**src/rtl/lab2_proc_div_pkg.sv**
```systemverilog
// Shared types and constants for the lab2 iterative integer divide unit.
package lab2_proc_div_pkg;

  localparam int unsigned DATA_W = 32;
  localparam int unsigned FN_W   = 2;
  localparam int unsigned MSG_W  = FN_W + 2 * DATA_W;
  localparam int unsigned CNT_W  = 5;

  // req_msg layout: {fn, a, b}
  localparam int unsigned B_LSB  = 0;
  localparam int unsigned A_LSB  = DATA_W;
  localparam int unsigned FN_LSB = 2 * DATA_W;

  typedef enum logic [FN_W-1:0] {
    FN_DIV  = 2'd0,
    FN_DIVU = 2'd1,
    FN_REM  = 2'd2,
    FN_REMU = 2'd3
  } fn_t;

  typedef enum logic [1:0] {
    ST_IDLE = 2'd0,
    ST_CALC = 2'd1,
    ST_DONE = 2'd2
  } state_t;

  typedef struct packed {
    fn_t               fn;
    logic [DATA_W-1:0] a;
    logic [DATA_W-1:0] b;
  } req_msg_t;

  function automatic logic is_signed_fn(input fn_t fn);
    return (fn == FN_DIV) || (fn == FN_REM);
  endfunction

  function automatic logic [DATA_W-1:0] magnitude(input logic [DATA_W-1:0] x,
                                                  input logic             signed_op);
    return (signed_op && x[DATA_W-1]) ? DATA_W'(-x) : x;
  endfunction

endpackage

```
**src/rtl/lab2_proc_int_div_unit_if.sv**
```systemverilog
// Request/response val/rdy bundle between the X stage and the divide unit.
interface lab2_proc_int_div_unit_if;

  logic                                      req_val;
  logic                                      req_rdy;
  lab2_proc_div_pkg::req_msg_t               req_msg;
  logic                                      resp_val;
  logic                                      resp_rdy;
  logic [lab2_proc_div_pkg::DATA_W-1:0]      resp_msg;

  modport master (
    output req_val, req_msg, resp_rdy,
    input  req_rdy, resp_val, resp_msg
  );

  modport slave (
    input  req_val, req_msg, resp_rdy,
    output req_rdy, resp_val, resp_msg
  );

endinterface

```
**src/rtl/lab2_proc_IntDivUnitDpath.sv**
```systemverilog
// Divider datapath: operand magnitudes, restoring shift-subtract step,
// iteration counter and sign/divide-by-zero correction into a result register.
module lab2_proc_IntDivUnitDpath
  import lab2_proc_div_pkg::*;
(
  input  logic              clk,
  input  logic              reset,
  input  logic              load,
  input  logic              step,
  input  req_msg_t          req,
  output logic              last_iter,
  output logic [DATA_W-1:0] result
);

  localparam int unsigned REM_W = DATA_W + 1;

  fn_t               fn_q;
  logic [DATA_W-1:0] divisor_q;
  logic [DATA_W-1:0] quo_q;
  logic [REM_W-1:0]  rem_q;
  logic [DATA_W-1:0] result_q;
  logic [CNT_W-1:0]  cnt_q;
  logic              sign_q_q;
  logic              sign_r_q;
  logic              dz_q;

  logic              req_signed;
  logic [REM_W-1:0]  rem_sh;
  logic [REM_W:0]    diff;
  logic              ge;
  logic [REM_W-1:0]  rem_nxt;
  logic [DATA_W-1:0] quo_nxt;
  logic [DATA_W-1:0] quo_fix;
  logic [DATA_W-1:0] rem_fix;
  logic [DATA_W-1:0] result_nxt;

  assign req_signed = is_signed_fn(req.fn);
  assign last_iter  = (cnt_q == CNT_W'(DATA_W - 1));
  assign result     = result_q;

  // One restoring step; rem_q[32] is zero in practice but still forces a subtract.
  always_comb begin
    rem_sh  = {rem_q[DATA_W-1:0], quo_q[DATA_W-1]};
    diff    = {1'b0, rem_sh} - {2'b00, divisor_q};
    ge      = ~diff[REM_W] | rem_q[DATA_W];
    rem_nxt = ge ? diff[REM_W-1:0] : rem_sh;
    quo_nxt = {quo_q[DATA_W-2:0], ge};
  end

  // Correction applied to the final step's values so the result can be registered.
  always_comb begin
    quo_fix    = dz_q ? '1 : (sign_q_q ? DATA_W'(-quo_nxt) : quo_nxt);
    rem_fix    = sign_r_q ? DATA_W'(-rem_nxt[DATA_W-1:0]) : rem_nxt[DATA_W-1:0];
    result_nxt = ((fn_q == FN_REM) || (fn_q == FN_REMU)) ? rem_fix : quo_fix;
  end

  always_ff @(posedge clk) begin
    if (reset) begin
      fn_q      <= FN_DIV;
      divisor_q <= '0;
      quo_q     <= '0;
      rem_q     <= '0;
      result_q  <= '0;
      cnt_q     <= '0;
      sign_q_q  <= 1'b0;
      sign_r_q  <= 1'b0;
      dz_q      <= 1'b0;
    end else if (load) begin
      fn_q      <= req.fn;
      divisor_q <= magnitude(req.b, req_signed);
      quo_q     <= magnitude(req.a, req_signed);
      rem_q     <= '0;
      cnt_q     <= '0;
      sign_q_q  <= req_signed & (req.a[DATA_W-1] ^ req.b[DATA_W-1]);
      sign_r_q  <= req_signed & req.a[DATA_W-1];
      dz_q      <= (req.b == '0);
    end else if (step) begin
      rem_q <= rem_nxt;
      quo_q <= quo_nxt;
      cnt_q <= cnt_q + CNT_W'(1);
      if (last_iter) begin
        result_q <= result_nxt;
      end
    end
  end

endmodule

```
**src/rtl/lab2_proc_int_div_unit.sv**
```systemverilog
// Iterative 32-bit DIV/DIVU/REM/REMU unit: control FSM and val/rdy handshakes
// around the shift-subtract datapath.
module lab2_proc_int_div_unit
  import lab2_proc_div_pkg::*;
(
  input  logic                     clk,
  input  logic                     reset,
  lab2_proc_int_div_unit_if.slave  io
);

  state_t            state_q;
  logic              req_rdy_q;
  logic              resp_val_q;
  logic              load;
  logic              step;
  logic              last_iter;
  logic [DATA_W-1:0] result;

  assign load = (state_q == ST_IDLE) && io.req_val;
  assign step = (state_q == ST_CALC);

  assign io.req_rdy  = req_rdy_q;
  assign io.resp_val = resp_val_q;
  assign io.resp_msg = result;

  lab2_proc_IntDivUnitDpath u_dpath (
    .clk       (clk),
    .reset     (reset),
    .load      (load),
    .step      (step),
    .req       (io.req_msg),
    .last_iter (last_iter),
    .result    (result)
  );

  // Handshake flags are registered alongside the state so outputs depend on state only.
  always_ff @(posedge clk) begin
    if (reset) begin
      state_q    <= ST_IDLE;
      req_rdy_q  <= 1'b1;
      resp_val_q <= 1'b0;
    end else begin
      case (state_q)
        ST_IDLE: begin
          if (io.req_val) begin
            state_q   <= ST_CALC;
            req_rdy_q <= 1'b0;
          end
        end
        ST_CALC: begin
          if (last_iter) begin
            state_q    <= ST_DONE;
            resp_val_q <= 1'b1;
          end
        end
        ST_DONE: begin
          if (io.resp_rdy) begin
            state_q    <= ST_IDLE;
            resp_val_q <= 1'b0;
            req_rdy_q  <= 1'b1;
          end
        end
        default: begin
          state_q    <= ST_IDLE;
          req_rdy_q  <= 1'b1;
          resp_val_q <= 1'b0;
        end
      endcase
    end
  end

endmodule

```
**src/flat_wrapper.sv**
```systemverilog
// flat-port wrapper written by rule: the top's interface ports become plain ports
module lab2_proc_int_div_unit_flat import lab2_proc_div_pkg::*;
  (clk, reset, io_req_val, io_req_msg, io_resp_rdy, io_req_rdy, io_resp_val, io_resp_msg);
  lab2_proc_int_div_unit_if io_i ();
  input  logic clk;
  input  logic reset;
  input wire logic [$bits(io_i.req_val)-1:0] io_req_val;
  input wire logic [$bits(io_i.req_msg)-1:0] io_req_msg;
  input wire logic [$bits(io_i.resp_rdy)-1:0] io_resp_rdy;
  output wire logic [$bits(io_i.req_rdy)-1:0] io_req_rdy;
  output wire logic [$bits(io_i.resp_val)-1:0] io_resp_val;
  output wire logic [$bits(io_i.resp_msg)-1:0] io_resp_msg;
  assign io_i.req_val = io_req_val;
  assign io_i.req_msg = io_req_msg;
  assign io_i.resp_rdy = io_resp_rdy;
  assign io_req_rdy = io_i.req_rdy;
  assign io_resp_val = io_i.resp_val;
  assign io_resp_msg = io_i.resp_msg;
  lab2_proc_int_div_unit u_core (.clk(clk), .reset(reset), .io(io_i));
endmodule
```
**config.mk**
```make
export PLATFORM = sky130hd
export DESIGN_NAME = lab2_proc_int_div_unit_flat
export DESIGN_NICKNAME = d
export VERILOG_FILES = /design/src/rtl/lab2_proc_div_pkg.sv /design/src/rtl/lab2_proc_int_div_unit_if.sv /design/src/rtl/lab2_proc_IntDivUnitDpath.sv /design/src/rtl/lab2_proc_int_div_unit.sv /design/src/flat_wrapper.sv
export SDC_FILE = /design/constraint.sdc
export NUM_CORES = 1
export LEC_CHECK = 0
export BUFFER_PORTS_ARGS = -buffer_cell sky130_fd_sc_hd__buf_4
export CAP_MARGIN = 30
export CORE_ASPECT_RATIO = 0.5
export CORE_UTILIZATION = 45
export DETAILED_ROUTE_END_ITERATION = 8
export GPL_ROUTABILITY_DRIVEN = 1
export PLACE_DENSITY = 0.74
export SLEW_MARGIN = 20
export SYNTH_ARGS = -nofsm -noshare
export SYNTH_HDL_FRONTEND = slang
export SYNTH_HIERARCHICAL = 1
export SYNTH_SLANG_ARGS = --single-unit
```
**constraint.sdc**
```tcl
create_clock -name clk -period 5.1 [get_ports clk]
set_input_delay 0.51 -clock clk [delete_from_list [all_inputs] [get_ports clk]]
set_output_delay 0.51 -clock clk [all_outputs]
set_load 0.03 [all_outputs]
```
==> flow_metrics.env, run 1 <==
export IMPL_syn_nets=1512
export IMPL_ys_ff_latch=142
export IMPL_dp_hpwl_um=27600
export IMPL_synth_top_cell_area_share_pct=26.2
export IMPL_core_um2=23200
export IMPL_wl_per_cell_um=20.3
export IMPL_crit_top_cell="nand2_1"
export IMPL_path_clk_slew_ns=0.06
export IMPL_grt_usage_pct=29.4
export IMPL_ir_drop_mv=0.265
export IMPL_grt_setup_unrepaired="no"
export IMPL_start_kind="flop"
export IMPL_fin_hold_ws_ns=0.322
export IMPL_finalSetupViolCount=0
export IMPL_synthesis_instances=1403
export IMPL_yosys_top_cells_count="143 x nor2_1, 142 x dfxtp_1, 120 x a211oi_1"
export IMPL_endpoint_kind="flop"
export IMPL_firstDrtPassIters=5
export IMPL_p_clk_share_pct=29.8
export IMPL_max_stage_delay_ns=0.43
export IMPL_die_x_um=222
export IMPL_cts_max_path_buffers=2
export IMPL_io_buffers=103
export IMPL_switching_share_pct=40.8
export IMPL_h_tree_depth=4
export IMPL_avgSynthCellArea_um2=7.75
export IMPL_crit_buf_inv=2
export IMPL_io_pins=104
export IMPL_required_ns=5.46
export IMPL_via_per_inst=6.27
export IMPL_slew_viol_final=0
export IMPL_tritoncts="done"
export IMPL_outcome="finished clean"
export IMPL_netlist_area_um2=10900
export IMPL_min_path_type="input port to flop"
export IMPL_finalSetupTns_ns=0
export IMPL_ys_flop_type="dfxtp_1"
export IMPL_critical_path_cell_chain="inv_1 > ha_1 > nand2_1 > nor3_2 > o2111a_1 > o211ai_1 > nand2_2 > buf_4 > nand2_1 > o21ai_1 > ha_1 > nand2_1 > a2111o_1 > a211oi_1 > a31oi_1 > o21bai_2 > nor3_2 > a41oi_1 > xor2_1 > a211oi_1"
export IMPL_p_sw_w=0.00183
export IMPL_cp_max_fo=9
export IMPL_yosysSeqAreaShare_pct=26.2
export IMPL_finalNetCount=1578
export IMPL_p_leak_nw=4.78
export IMPL_crit_type="flop to flop"
export IMPL_synth_edff_count=0
export IMPL_slowest_stage="ha_1"
export IMPL_drt_total_wl_um=36200
export IMPL_layout_drive_gt1_share_pct=13.6
export IMPL_worstHoldStart="io_req_msg[32]"
export IMPL_cellPowerDensity_nw_per_um2=357
export IMPL_placed_cells=1753
export IMPL_start_util_pct=46.8
export IMPL_grt_max_degree=86
export IMPL_place_gp_congestion=0.973
export IMPL_overflow=0
export IMPL_diodes=0
export IMPL_grt_first_pass_wirelength_um=57200
export IMPL_async_flop_share_pct=0
export IMPL_r2r_slack_ns=0.31
export IMPL_antenna_found_initial=1
export IMPL_route_vias_total=11200
export IMPL_row_count=39
export IMPL_crit_family="compound AO/OA/AOI/OAI gates"
export IMPL_cts_root_buf="clkbuf_16"
export IMPL_post_route_period_util_pct=93.8
export IMPL_drc=0
export IMPL_synth_area_leader_cell="dfxtp_1"
export IMPL_power_share_combinational_pct=42.0
export IMPL_die_h_um=112
export IMPL_area_growth_syn_to_layout_pct=15.7
export IMPL_cp_data_arrival_time_ns=5.15
export IMPL_cts_num_sinks=142
export IMPL_share_seq_of_total_power_pct=28.1
export IMPL_yosysMostFrequentCell="nor2_1"
export IMPL_tightest_slew_ns=0.986
export IMPL_yosysWarnings=6
export IMPL_r2r_end="u_core/u_dpath/result[30]"
export IMPL_reg2reg_depth=20
export IMPL_worstHoldPathCells=3
export IMPL_slew_headroom_pct=34.3
export IMPL_p_int_w=0.00266
export IMPL_min_period_ns=4.79
export IMPL_cts_buffers=17
export IMPL_ant_nets=0
export IMPL_report_final_hold_viol_count=0
export IMPL_ys_types=85
export IMPL_dieArea_um2=24800
export IMPL_reg2reg_from="u_core/u_dpath/divisor_q[16]"
export IMPL_first_global_vias=10500
export IMPL_placed_area_um2=11900
export IMPL_fmax_mhz=209
export IMPL_skew_ns=0.0174
export IMPL_fin_area_um2=12600
export IMPL_drv_cap=0
export IMPL_hold_end="u_core/u_dpath/quo_q[0]"
export IMPL_instances_no_fill=1789
export IMPL_clock_latency_ns=0.45
export IMPL_drt_iter0_markers=1204
export IMPL_synth_area_top_cells="dfxtp_1 26%, a211oi_1 8.3%, xnor2_1 5.2%"
[repair_timing]
item	4_1_cts	5_1_grt
gates resized for setup	0	5
endpoints found under the setup margin	0	5
hold endpoints to repair	0	0
hold buffers	0	0
setup buffers	0	2
[final cells by class]
cell class / instances / area [um2]
Fill cell: 2172 / 10700
Multi-Input combinational cell: 1114 / 7480
Tap cell: 307 / 384
Clock inverter: 11 / 154
Clock buffer: 21 / 470
Sequential cell: 142 / 2840
Inverter: 59 / 221
Timing Repair Buffer: 135 / 1020
[worst max-delay path by stage]
stage	from	to	slack, ns	depth (start not counted)
global placement	u_core/u_dpath/divisor_q[20]	u_core/u_dpath/result[26]	0.42	20
floorplan	u_core/u_dpath/rem_q[5]	u_core/u_dpath/result[26]	0.30	20
global route	u_core/u_dpath/divisor_q[20]	u_core/u_dpath/result[30]	0.06	20
detailed placement	u_core/u_dpath/divisor_q[6]	u_core/u_dpath/result[26]	0.11	18
finish	u_core/u_dpath/divisor_q[16]	u_core/u_dpath/result[30]	0.31	20
CTS	u_core/u_dpath/divisor_q[6]	u_core/u_dpath/result[26]	0.09	18
[layout by cell type, fill, tap and decap left out, drive strengths merged, types with 5 or more instances in the layout]
cell,Yosys,routed
clkinv,2,5
a21o,15,15
and2,6,6
a221oi,16,16
or4,13,13
clkbuf,66,21
nor4,24,24
mux2i,31,31
o31ai,21,21
or3,25,25
nand2,106,106
dfxtp,142,142
nor3,34,34
a311oi,19,19
o211ai,5,5
nand4,11,11
ha,38,38
o21a,11,11
nor2,143,143
xor2,55,55
xnor2,65,65
nand3b,5,5
buf,22,135
o41ai,8,8
nand2b,8,8
o31a,6,6
a31oi,11,11
nor2b,38,38
a21oi,82,82
o22ai,9,9
o21ai,84,84
a211oi,123,123
and3,9,9
nor4b,5,5
o221ai,8,8
nand3,17,17
inv,57,60
[power groups by stage]
| stage | Combinational [W] | Sequential [W] | Clock (W) |
|---|---|---|---|
| 2_1_floorplan | 0.00126 | 0.00125 | 0 |
| 3_3_place_gp | 0.00180 | 0.00128 | 0 |
| 3_5_place_dp | 0.00181 | 0.00129 | 0 |
| 4_1_cts | 0.00182 | 0.00126 | 0.00136 |
| 5_1_grt | 0.00202 | 0.00127 | 0.00141 |
| 6_report | 0.00189 | 0.00126 | 0.00134 |
[flip-flops by register name (all words and copies together) (netlist names)]
register and flops:
u_core/io.req_rdy 1, u_core/io.resp_val 1, u_core/state_q 2, u_core/u_dpath/cnt_q 5, u_core/u_dpath/divisor_q 32, u_core/u_dpath/dz_q 1
u_core/u_dpath/fn_q 1, u_core/u_dpath/quo_q 32, u_core/u_dpath/rem_q 33, u_core/u_dpath/result 32, u_core/u_dpath/sign_q_q 1, u_core/u_dpath/sign_r_q 1
[routing by layer]
metal / global-route usage [%] / share of wire, %
met4: 9.35 / 2.1
met1: 42.3 / 48
met5: 0 / 0
met2: 44.0 / 42
met3: 5.60 / 7.8
[logic make-up after synthesis]
kind of cell | count (synthesis) | synth area share, %
fa+ha+maj | 39 | 4.56
simple gates | 459 | 21.1
xor+xnor | 120 | 9.67
compound gates | 462 | 30.0
flops | 142 | 26.2
buf+inv | 147 | 5.34
mux | 34 | 3.20
[metrics by stage]
stage	utilization (%)	setup slack [ns]	power, W
floorplan	-	0.305	0.00252
global route	54.1	0.0556	0.00471
global placement	51.2	0.425	0.00308
CTS	53.9	0.0899	0.00444
finish	54.1	0.314	0.00449
detailed placement	51.2	0.107	0.00309
[worst min-delay path: cells and delay by family]
family | cells | cell delay, ns
AO/OA/AOI/OAI | 1 | 0.06
buffers and inverters | 1 | 0.09
AND/OR/NAND/NOR | 1 | 0.07
No activity file was read; power rests on OpenSTA's default activity.
==> run 2: changes to the inputs <==
--- a/config.mk
+++ b/config.mk
@@ -11,7 +11,7 @@
 export CORE_UTILIZATION = 45
 export DETAILED_ROUTE_END_ITERATION = 8
 export GPL_ROUTABILITY_DRIVEN = 1
-export PLACE_DENSITY = 0.74
+export PLACE_DENSITY = 0.71
 export SLEW_MARGIN = 20
 export SYNTH_ARGS = -nofsm -noshare
 export SYNTH_HDL_FRONTEND = slang
==> constraint.sdc (replaced) <==
create_clock -name clk -period 5.9 [get_ports clk]
set_input_delay 0.59 -clock clk [delete_from_list [all_inputs] [get_ports clk]]
set_output_delay 0.59 -clock clk [all_outputs]
set_load 0.03 [all_outputs]
==> run 2 against run 1 <==
Wire length shrank 4.4%. Cell count shrank 0.89%. Maximum frequency shrank 12%. Sequential power shrank 13%. Hold slack gained 0.090 ns. Clock-buffer cell count shrank 1. Total power shrank 16%. Clock skew shrank 0.0062 ns. First-iteration DRC count shrank 25%. Largest cell class unchanged.
==> flow_metrics.env, run 2 (synthesis gave the netlist of run 1 again) <==
export IMPL_ant_nets=0
export IMPL_dp_worst_setup_slack_ns=0.690
export IMPL_dieArea_um2=24800
export IMPL_p_leak_nw=4.71
export IMPL_first_global_vias=10100
export IMPL_overflow=0
export IMPL_drt_iter0_markers=899
export IMPL_finalSetupTns_ns=0
export IMPL_place_gp_congestion=0.944
export IMPL_post_route_period_util_pct=91.9
export IMPL_die_h_um=112
export IMPL_row_count=39
export IMPL_start_util_pct=46.8
export IMPL_endpoint_kind="flop"
export IMPL_cts_max_path_buffers=2
export IMPL_dp_hpwl_um=26500
export IMPL_cts_root_buf="clkbuf_16"
export IMPL_slew_viol_final=0
export IMPL_die_x_um=222
export IMPL_drt_total_wl_um=34600
export IMPL_min_period_ns=5.42
export IMPL_required_ns=6.25
export IMPL_finalNetCount=1562
export IMPL_antenna_found_initial=0
export IMPL_core_um2=23200
export IMPL_grt_first_pass_wirelength_um=54600
export IMPL_grt_setup_unrepaired="no"
export IMPL_cts_buffers=17
export IMPL_power_total_w=0.00376
export IMPL_via_per_inst=6.26
export IMPL_tightest_slew_ns=0.915
export IMPL_firstDrtPassIters=5
export IMPL_wl_per_cell_um=19.5
export IMPL_setup_ws_ns=0.480
export IMPL_clock_latency_ns=0.43
export IMPL_layout_common_cells="142 x nor2_1, 142 x dfxtp_1, 120 x a211oi_1"
export IMPL_outcome="finished clean"
export IMPL_cellPowerDensity_nw_per_um2=303
export IMPL_skew_ns=0.0112
export IMPL_io_buffers=103
export IMPL_grt_max_degree=99
export IMPL_tritoncts="done"
export IMPL_grt_usage_pct=27.6
export IMPL_area_growth_syn_to_layout_pct=14.3
export IMPL_slew_headroom_pct=38.9
export IMPL_utilization_pct=53.5
export IMPL_finalSetupViolCount=0
export IMPL_crit_type="flop to flop"
export IMPL_report_final_hold_viol_count=0
export IMPL_io_pins=104
export IMPL_fillers=2213
export IMPL_largest_reg_flops=33
export IMPL_ir_drop_mv=0.175
export IMPL_min_path_type="input port to flop"
export IMPL_route_vias_total=11100
export IMPL_ctsResizeCount=0
export IMPL_cp_data_arrival_time_ns=5.77
export IMPL_diodes=0
export IMPL_cts_setup_buffers=0
export IMPL_drv_cap=0
export IMPL_h_tree_depth=4
export IMPL_fmax_mhz=185
export IMPL_cp_max_fo=9
export IMPL_layout_drive_gt1_share_pct=12.4
export IMPL_postCtsHoldBufs=0
export IMPL_top_register="u_core/u_dpath/rem_q"
export IMPL_start_kind="flop"
export IMPL_drc=0
export IMPL_cts_num_sinks=142
export IMPL_path_clk_slew_ns=0.06
==> run 2: final cells by class <==
| cell class | count | area, um2 | share of cell area (%) |
|---|---|---|---|
| multi-input cells | 1114 | 7460 | 60.1 |
| flip-flops and latches | 142 | 2840 | 22.9 |
| repair buffers | 119 | 921 | 7.41 |
| clock buffers | 20 | 457 | 3.68 |
| well taps | 307 | 384 | 3.09 |
| inverters | 59 | 221 | 1.78 |
| clock inverters | 12 | 134 | 1.08 |
==> run 2: metrics by stage <==
step	std cells	instance area [um2]	hold slack (ns)
2_1_floorplan	1403	10900	0.460
3_3_place_gp	1737	11800	0.436
3_5_place_dp	1738	11800	0.441
4_1_cts	1770	12400	0.392
5_1_grt	1773	12400	0.424
6_report	1773	12400	0.412
==> run 2: critical path, cell delays in order (launching register included) <==
cell and delay, ns:
dfxtp_1 0.49, ha_1 0.39, a21oi_4 0.27, o22ai_2 0.10
a221o_1 0.38, o211ai_1 0.44, nand2_2 0.22, o21ai_0 0.39
ha_1 0.30, nand2_1 0.07, a2111o_1 0.33, a211oi_1 0.33
a31oi_1 0.21, o21bai_1 0.35, nor4_1 0.58, nor2_1 0.11
xnor2_1 0.15, a211oi_1 0.22
==> run 2: worst paths after layout <==
kind	startpoint	to	slack (ns)	depth (start not counted)
setup reg to reg	u_core/u_dpath/rem_q[5]	u_core/u_dpath/result[26]	0.48	17
hold reg to reg	u_core/u_dpath/result[23]	u_core/u_dpath/result[23]	0.45	2
setup / recovery	u_core/u_dpath/rem_q[5]	u_core/u_dpath/result[26]	0.48	17
hold / removal	io_req_msg[65]	u_core/u_dpath/fn_q[1]	0.41	3
==> run 2: power by group <==
part	internal [W]	switching (W)
Sequential	0.00102	0.0000749
Clock	0.000649	0.000448
Combinational	0.000548	0.00102
Total	0.00222	0.00155
==> run 2: metal layers <==
layer	up-vias	GRT usage (%)	wire length [um]
li1	5339	-	-
met1	5277	38.8	16500
met2	415	41.4	14700
met3	61	5.07	2320
met4	0	11.6	1140
met5	-	0	0
